$ cat src/rtl/timer_bank_pkg.sv
// Shared types and constants for the time-multiplexed 555-style timer bank.
package timer_bank_pkg;

    typedef enum logic [1:0] {
        IDLE = 2'd0,
        HIGH = 2'd1,
        LOW  = 2'd2
    } tmr_state_t;

    localparam logic [1:0] SEL_HIGH = 2'd0;
    localparam logic [1:0] SEL_LOW  = 2'd1;
    localparam logic [1:0] SEL_CTRL = 2'd2;

    localparam int CTRL_EN   = 0;
    localparam int CTRL_MODE = 1;

    localparam int LIM_RST = 1000;

endpackage

$ cat src/rtl/timer_slot_update.sv
// Shared count/compare datapath: next state, counter and pending-clear for the channel in the current slot.
//   state | meaning
//   IDLE  | disabled, or monostable waiting for a trigger
//   HIGH  | output high, counting toward HIGH limit
//   LOW   | astable output low, counting toward LOW limit
module timer_slot_update
    import timer_bank_pkg::*;
#(
    parameter int CNT_W = 16
) (
    input  tmr_state_t       i_state,
    input  logic [CNT_W-1:0] i_cnt,
    input  logic [CNT_W-1:0] i_high_cnt,
    input  logic [CNT_W-1:0] i_low_cnt,
    input  logic [1:0]       i_ctrl,
    input  logic             i_pend,
    output tmr_state_t       o_state,
    output logic [CNT_W-1:0] o_cnt,
    output logic             o_pend_clr
);

    logic [CNT_W-1:0] w_high_lim;
    logic [CNT_W-1:0] w_low_lim;
    logic             w_hit_high;
    logic             w_hit_low;

    // A programmed limit of 0 behaves as 1.
    assign w_high_lim = (i_high_cnt == '0) ? CNT_W'(1) : i_high_cnt;
    assign w_low_lim  = (i_low_cnt == '0) ? CNT_W'(1) : i_low_cnt;
    assign w_hit_high = (i_cnt == w_high_lim - CNT_W'(1));
    assign w_hit_low  = (i_cnt == w_low_lim - CNT_W'(1));

    always_comb begin
        o_state    = i_state;
        o_cnt      = i_cnt;
        o_pend_clr = 1'b0;
        if (!i_ctrl[CTRL_EN]) begin
            o_state = IDLE;
            o_cnt   = '0;
        end else begin
            case (i_state)
                IDLE: begin
                    if (!i_ctrl[CTRL_MODE] || i_pend) begin
                        o_state    = HIGH;
                        o_cnt      = '0;
                        o_pend_clr = i_ctrl[CTRL_MODE];
                    end
                end
                HIGH: begin
                    o_pend_clr = 1'b1;
                    if (w_hit_high) begin
                        o_state = i_ctrl[CTRL_MODE] ? IDLE : LOW;
                        o_cnt   = '0;
                    end else begin
                        o_cnt = i_cnt + CNT_W'(1);
                    end
                end
                LOW: begin
                    if (i_ctrl[CTRL_MODE]) begin
                        o_state = IDLE;
                        o_cnt   = '0;
                    end else if (w_hit_low) begin
                        o_state = HIGH;
                        o_cnt   = '0;
                    end else begin
                        o_cnt = i_cnt + CNT_W'(1);
                    end
                end
                default: begin
                    o_state = IDLE;
                    o_cnt   = '0;
                end
            endcase
        end
    end

endmodule

$ cat src/rtl/timer_bank_ctrl.sv
// Round-robin timer bank: per-channel registers, slot pointer, config write decode and output register.
module timer_bank_ctrl
    import timer_bank_pkg::*;
#(
    parameter int CHANNELS = 4,
    parameter int CNT_W    = 16
) (
    input  logic                        clk,
    input  logic                        reset_n,
    input  logic                        cfg_we,
    input  logic [$clog2(CHANNELS)-1:0] cfg_ch,
    input  logic [1:0]                  cfg_sel,
    input  logic [CNT_W-1:0]            cfg_data,
    input  logic [CHANNELS-1:0]         trig,
    output logic [CHANNELS-1:0]         out,
    output logic [$clog2(CHANNELS)-1:0] slot
);

    localparam int               SW        = $clog2(CHANNELS);
    localparam logic [SW-1:0]    SLOT_LAST = SW'(CHANNELS - 1);
    localparam logic [CNT_W-1:0] LIM_INIT  = CNT_W'(LIM_RST);

    logic [SW-1:0]      r_slot;
    tmr_state_t         r_state  [CHANNELS];
    logic [CNT_W-1:0]   r_cnt    [CHANNELS];
    logic [CNT_W-1:0]   r_high   [CHANNELS];
    logic [CNT_W-1:0]   r_low    [CHANNELS];
    logic [1:0]         r_ctrl   [CHANNELS];
    logic [CHANNELS-1:0] r_pend;
    logic [CHANNELS-1:0] r_out;

    logic [CHANNELS-1:0] w_wr_high;
    logic [CHANNELS-1:0] w_wr_low;
    logic [CHANNELS-1:0] w_wr_ctrl;
    logic [CHANNELS-1:0] w_svc;
    tmr_state_t          w_nxt_state;
    logic [CNT_W-1:0]    w_nxt_cnt;
    logic                w_pend_clr;

    always_comb begin
        w_wr_high = '0;
        w_wr_low  = '0;
        w_wr_ctrl = '0;
        w_svc     = '0;
        for (int c = 0; c < CHANNELS; c++) begin
            w_wr_high[c] = cfg_we && (cfg_ch == SW'(c)) && (cfg_sel == SEL_HIGH);
            w_wr_low[c]  = cfg_we && (cfg_ch == SW'(c)) && (cfg_sel == SEL_LOW);
            w_wr_ctrl[c] = cfg_we && (cfg_ch == SW'(c)) && (cfg_sel == SEL_CTRL);
            w_svc[c]     = (r_slot == SW'(c));
        end
    end

    timer_slot_update #(
        .CNT_W (CNT_W)
    ) u_slot_update (
        .i_state    (r_state[r_slot]),
        .i_cnt      (r_cnt[r_slot]),
        .i_high_cnt (r_high[r_slot]),
        .i_low_cnt  (r_low[r_slot]),
        .i_ctrl     (r_ctrl[r_slot]),
        .i_pend     (r_pend[r_slot]),
        .o_state    (w_nxt_state),
        .o_cnt      (w_nxt_cnt),
        .o_pend_clr (w_pend_clr)
    );

    always_ff @(posedge clk) begin
        if (!reset_n) begin
            r_slot <= '0;
            r_pend <= '0;
            r_out  <= '0;
            for (int c = 0; c < CHANNELS; c++) begin
                r_state[c] <= IDLE;
                r_cnt[c]   <= '0;
                r_high[c]  <= LIM_INIT;
                r_low[c]   <= LIM_INIT;
                r_ctrl[c]  <= '0;
            end
        end else begin
            r_slot <= (r_slot == SLOT_LAST) ? '0 : r_slot + SW'(1);
            for (int c = 0; c < CHANNELS; c++) begin
                if (w_wr_high[c]) r_high[c] <= cfg_data;
                if (w_wr_low[c])  r_low[c]  <= cfg_data;
                // A CTRL write overrides any service of the same channel in this cycle.
                if (w_wr_ctrl[c]) begin
                    r_ctrl[c]  <= cfg_data[1:0];
                    r_state[c] <= IDLE;
                    r_cnt[c]   <= '0;
                    r_pend[c]  <= 1'b0;
                    r_out[c]   <= 1'b0;
                end else begin
                    if (w_svc[c]) begin
                        r_state[c] <= w_nxt_state;
                        r_cnt[c]   <= w_nxt_cnt;
                        r_out[c]   <= (w_nxt_state == HIGH);
                    end
                    r_pend[c] <= (w_svc[c] && w_pend_clr) ? 1'b0 : (r_pend[c] | trig[c]);
                end
            end
        end
    end

    assign out  = r_out;
    assign slot = r_slot;

endmodule

$ cat config.mk
export PLATFORM = sky130hd
export DESIGN_NAME = timer_bank_ctrl
export DESIGN_NICKNAME = d
export VERILOG_FILES = /design/src/rtl/timer_bank_pkg.sv /design/src/rtl/timer_slot_update.sv /design/src/rtl/timer_bank_ctrl.sv
export SDC_FILE = /design/constraint.sdc
export NUM_CORES = 1
export LEC_CHECK = 0
export ABC_AREA = 1
export CORE_ASPECT_RATIO = 1.4
export CORE_MARGIN = 4
export CORE_UTILIZATION = 60
export DETAILED_ROUTE_END_ITERATION = 16
export PLACE_DENSITY = 0.88
export SLEW_MARGIN = 10
export SYNTH_ARGS = -nofsm -noshare
export SYNTH_HDL_FRONTEND = slang
export SYNTH_SLANG_ARGS = --single-unit
$ cat constraint.sdc
create_clock -name clk -period 4.2 [get_ports clk]
set_clock_uncertainty 0.05 [all_clocks]
set_input_delay 0.42 -clock clk [delete_from_list [all_inputs] [get_ports clk]]
set_output_delay 0.42 -clock clk [all_outputs]
set_load 0.05 [all_outputs]
Yosys cells after proc, flatten, opt, wreduce, memory -nomap -nowiden
Memories as Yosys holds them, arrays and structs flattened. A register that Yosys moved wholly into a read port is not among the register bits.
Cells that the tools add are included.
- bits in writable memories: 208
- flip-flop bits (word level): 10
- memories: 5
- input bits: 27
- order comparisons: 1
- add/subtract/negate cells: 4
- multiplexer cells: 106
- equal/unequal tests: 13
- reduce and logical (&&, ||, !) cells: 37
- bitwise logic cells: 33
- memories (name ; words ; bits a word ; read ports ; clocked after memory_dff ; wr ports ; line ; RTL):
    r_cnt ; 4 ; 16 ; 1 ; 1 ; 4 ; timer_bank_ctrl.sv:25 ; logic [CNT_W-1:0] r_cnt [CHANNELS];
    r_high ; 4 ; 16 ; 1 ; 1 ; 4 ; timer_bank_ctrl.sv:26 ; logic [CNT_W-1:0] r_high [CHANNELS];
    r_low ; 4 ; 16 ; 1 ; 1 ; 4 ; timer_bank_ctrl.sv:27 ; logic [CNT_W-1:0] r_low [CHANNELS];
    r_ctrl ; 4 ; 2 ; 1 ; 1 ; 4 ; timer_bank_ctrl.sv:28 ; logic [1:0] r_ctrl [CHANNELS];
    r_state ; 4 ; 2 ; 1 ; 1 ; 4 ; timer_bank_ctrl.sv:24 ; tmr_state_t r_state [CHANNELS];
- operators by type and width (kind ; number):
    $mux 16 ; 23
    $mux 1 ; 56
    $pmux 16 s3 ; 1
    $mux 2 ; 23
    $eq 16x16->1 ; 2
    $logic_not 16->1 ; 2
    $or 1x1->1 ; 32
    $sub 16x1->16 const B ; 2
    $logic_and 1x1->1 ; 20
    $add 16x1->16 const B ; 1
    $eq 2x2->1 const B ; 6
    $reduce_or 3->1 ; 4
    $eq 2x1->1 const B ; 5
    $reduce_or 2->1 ; 5
    $logic_not 2->1 ; 4
    $pmux 2 s3 ; 1
    $lt 2x3->1 const B ; 1
    $add 2x1->2 const B ; 1
    $bmux 1 s2 ; 1
    $pmux 1 s2 ; 1
    $logic_not 1->1 ; 1
    $logic_or 1x1->1 ; 1
    $not 1->1 ; 1

Depth between registers and ports, before layout
- depth after elaboration: 9
- mapped depth: 26
- mapped depth without buffers: 23

Hierarchy
A second synthesis with hierarchy kept.
- cells, all modules: 1274
- area total of the unflattened synthesis: 11358.4 µm²
- modules (own cells, without submodules) (module ; instances ; cells an instance ; area an instance (µm²)):
    timer_bank_ctrl ; 1 ; 877 ; 9394.0
    timer_slot_update ; 1 ; 397 ; 1964.4

Least setup slack after synthesis
OpenSTA, ideal clock, no wires.
- path type: reg-to-reg
- start: register r_slot[1], in the netlist slot[1]
- end: memory r_cnt[0][7], data pin
- setup slack: 499 ps
- arrival: 3385 ps
- stages on the path, launching flop included: 24
- clock period less this slack: 3701 ps
- required time: 3884 ps
- cells stage by stage: dfxtp_1 -> clkbuf_2 -> buf_2 -> nand3_1 -> nand2_1 -> nand2_1 -> nor2_1 -> nand4_1 -> nand2_1 -> inv_1 -> ha_1 -> inv_1 -> nor2_1 -> nand2_1 -> xor2_1 -> a21boi_1 -> nand3_1 -> nor2_1 -> nand3_2 -> buf_2 -> nand3_1 -> nand3_1 -> nand2_2 -> nor2_1
- RTL lines (item ; line ; RTL):
    from (decl) ; timer_bank_ctrl.sv:23 ; logic [SW-1:0] r_slot;
    from (signal assigned) ; timer_bank_ctrl.sv:80 ; r_slot <= (r_slot == SLOT_LAST) ? '0 : r_slot + SW'(1);
    to (decl) ; timer_bank_ctrl.sv:25 ;

==> run summary <==
layout cells sized above 1 = 6.91%
Pleak = 0.00533 uW
Setup TNS Final = 0 ns
cells along the critical path = inv_2 -> buf_12 -> nand2_1 -> nand3_1 -> nand2_1 -> nand2_1 -> nor2_1 -> nand2_1 -> nor2_1 -> nor2_2 -> ha_1 -> inv_1 -> nor2_2 -> nand3_1 -> nor2_1 -> xor2_1 -> nand3_1 -> nor2_2 -> nand2_4 -> nand4_1 -> o21ai_1 -> nand2_1 -> nor2_1
DR WL/cell = 18.5 um
Worst EP required = 4.39 ns
area delta synth->final = 10.9%
Synth async-reset ratio = 0%
post-synthesis sequential area ratio = 54.2%
post-synth top area share = 52.6%
Tmin final = 3.91 ns
vias in the first global route = 9708
Final Max Slew Viols = 0
worst hold margin = 0.424 ns
Top cell by count, worst path = nand2_1
Synth Register Bits = 218
pwr/cell area = 470 nW/um2
first-pass GRT wire length = 48.8 mm
Buffers & Inverters on Critical Path = 3
area occupied by multi-input gates = 4710 um2
H-tree levels = 1
CP max FO = 32
synthesized area per cell = 8.54 um2
Boundary Pins = 33
initial antenna violation count = 0
Die Y = 175 um
Fin. Hold Viols = 0
Critical Path Slowest Stage Cell = dfxtp_4
critical path arrival = 4.10 ns
Ant. Diodes = 0
clk buf depth = 3
Fillers = 1490
Post-Route WL = 31.1 mm
Post-CTS Setup Repair Bufs = 0
max incr delay on CP = 0.38 ns
top cells by count, synth = 418 x nand2_1, 243 x nor2_1, 208 x edfxtp_1, 151 x nand3_1, 99 x inv_1
outcome = finished clean
main area contributors after synthesis = edfxtp_1 53%, nand2_1 13%, nor2_1 7.7%
ANT nets after route = 0
worst vdd ir = 351 uV
Vias/cell = 5.93
CP Class = reg2reg
Total Die Area = 22200 um2
initial drt markers = 1059
Overall Global Routing Usage = 27.5%
final setup fails = 0
largest net degree at the start of global routing = 74
top_reg_cell synth = edfxtp_1
Unique masters post-synth = 40
GP Congestion = 0.972
Slew @ Worst Pin = 1.12 ns
DRC viols = 0
fmax = 256 MHz
CTS sink count = 218
CTS clk-pin slew, worst paths = 0.07 ns
total gr overflow = 0
core area = 19400 um2
Post-Syn Area = 11900 um2
Max Cap Viol = 0
Critical Path Sink Type = register
Cells after Synth = 1392
Slew HR = 25.2%
Post-synth EDFFs = 208
buffers added on ports = 32
detailed-route via count = 9964
total CTS buffers = 20
clock insertion delay at the later pin of the skew report = 0.51 ns
Tightest Hold Check Type = reg2reg
final period utilization = 93.1%
Starting Density = 61.4%
Initial DRT Pass Iterations = 8
most common cell in the netlist = nand2_1
delay-heaviest family, CP = simple AND/OR/NAND/NOR gates
area leader, netlist = edfxtp_1
CTS tree = yes
CTS root buf = clkbuf_16
Critical Path Source Type = register
DP HPWL = 20.8 mm
register area = 6450 um2
die width = 127 um
row count = 60
synthesized net count = 1426
Nets = 1454
yosys warns = 0
state kept, by name (all words and copies together), names as in the netlist:
signal / cells
r_cnt: 64
r_ctrl: 8
r_pend: 4
slot: 2
out: 4
r_low: 64
r_high: 64
r_state: 8
final cells by class:
| cell class | instances | area share [%] |
|---|---|---|
| Clock inverter | 8 | 0.702 |
| Inverter | 118 | 3.38 |
| Timing Repair Buffer | 57 | 4.49 |
| Clock buffer | 27 | 4.38 |
| Tap cell | 248 | 2.35 |
| Sequential cell | 218 | 48.9 |
| Multi-Input combinational cell | 1005 | 35.8 |
layout by cell type (no fill, tap or decap), types with 2 or more instances in the layout:
cell	instances
a21oi_1	15
inv_1	99
xor2_1	29
clkinv_1	16
nand2_1	418
nand3_1	151
nor3_1	13
clkbuf_8	3
o211ai_1	4
clkbuf_16	23
bufinv_16	2
nor2_1	239
nor2_2	6
xnor2_1	21
nor3_2	4
buf_4	19
clkbuf_1	3
inv_2	5
o22ai_2	2
dfxtp_1	8
nand4_1	39
nand2_2	13
nand3b_1	5
clkdlybuf4s50_1	32
a32oi_2	6
buf_12	2
ha_1	7
edfxtp_1	208
o22ai_1	3
o21ai_1	4
a21boi_1	2
o21ai_0	13
worst register-to-register path, cell delays in order, from the launching register on:
cell and delay (ns):
dfxtp_4 0.38, inv_2 0.14, buf_12 0.21, nand2_1 0.10
nand3_1 0.11, nand2_1 0.11, nand2_1 0.14, nor2_1 0.06
nand2_1 0.18, nor2_1 0.12, nor2_2 0.14, ha_1 0.21
inv_1 0.09, nor2_2 0.18, nand3_1 0.14, nor2_1 0.19
xor2_1 0.21, nand3_1 0.12, nor2_2 0.16, nand2_4 0.15
nand4_1 0.14, o21ai_1 0.09, nand2_1 0.14, nor2_1 0.07
power by group:
part	leakage (uW)	internal, uW	switching [uW]
sequential	0.00218	2550	49.0
clock	0.000325	1090	795
combinational	0.00282	531	1180
what timing repair did:
item	CTS	global route
gates resized for setup	0	11
setup endpoints to repair	0	68
hold buffers	0	0
stage by stage:
stage	utilization (%)	cells	setup WS (ns)	cell area [um2]	power [uW]
finish	68.1	1681	0.288	13200	6200
global route	68.1	1681	-0.00989	13200	6470
CTS	67.6	1679	0.167	13100	6130
detailed placement	64.1	1644	0.218	12400	4290
global placement	64.1	1644	0.288	12400	4240
floorplan	-	1392	0.499	11900	3850
metal layers:
| metal | part of all wire, % | GRT usage [%] | wire, um | vias to the layer above |
|---|---|---|---|---|
| li1 | - | - | - | 4653 |
| met3 | 6.7 | 2.67 | 2080 | 123 |
| met5 | 0 | 0 | 0 | - |
| met1 | 35 | 31.6 | 10900 | 4662 |
| met4 | 5.5 | 13.4 | 1710 | 0 |
| met2 | 53 | 50.4 | 16500 | 526 |
final timing paths:
check             depth (start not counted)                 from                          end  slack (ns)
setup / recovery                         23   slot[0]$_SDFF_PP0_  r_state[0][1]$_SDFFCE_PN0P_        0.29
hold / removal                            2  out[2]$_SDFFE_PP0N_          out[2]$_SDFFE_PP0N_        0.42
setup reg to reg                         23   slot[0]$_SDFF_PP0_  r_state[0][1]$_SDFFCE_PN0P_        0.29
hold reg to reg                           2  out[2]$_SDFFE_PP0N_          out[2]$_SDFFE_PP0N_        0.42
cell families (layout without fill, tap and decap cells):
kind of cell	Yosys count	count (layout)	share of synthesized area (%)
and+or+nand+nor	893	893	31.6
DFF	218	218	54.2
buffers and inverters	169	210	6.42
AOI/OAI and AO/OA	55	55	3.34
xor gates and xnor gates	50	50	3.68
adders and majority gates	7	7	0.737
(Power assumes the default switching activity.)
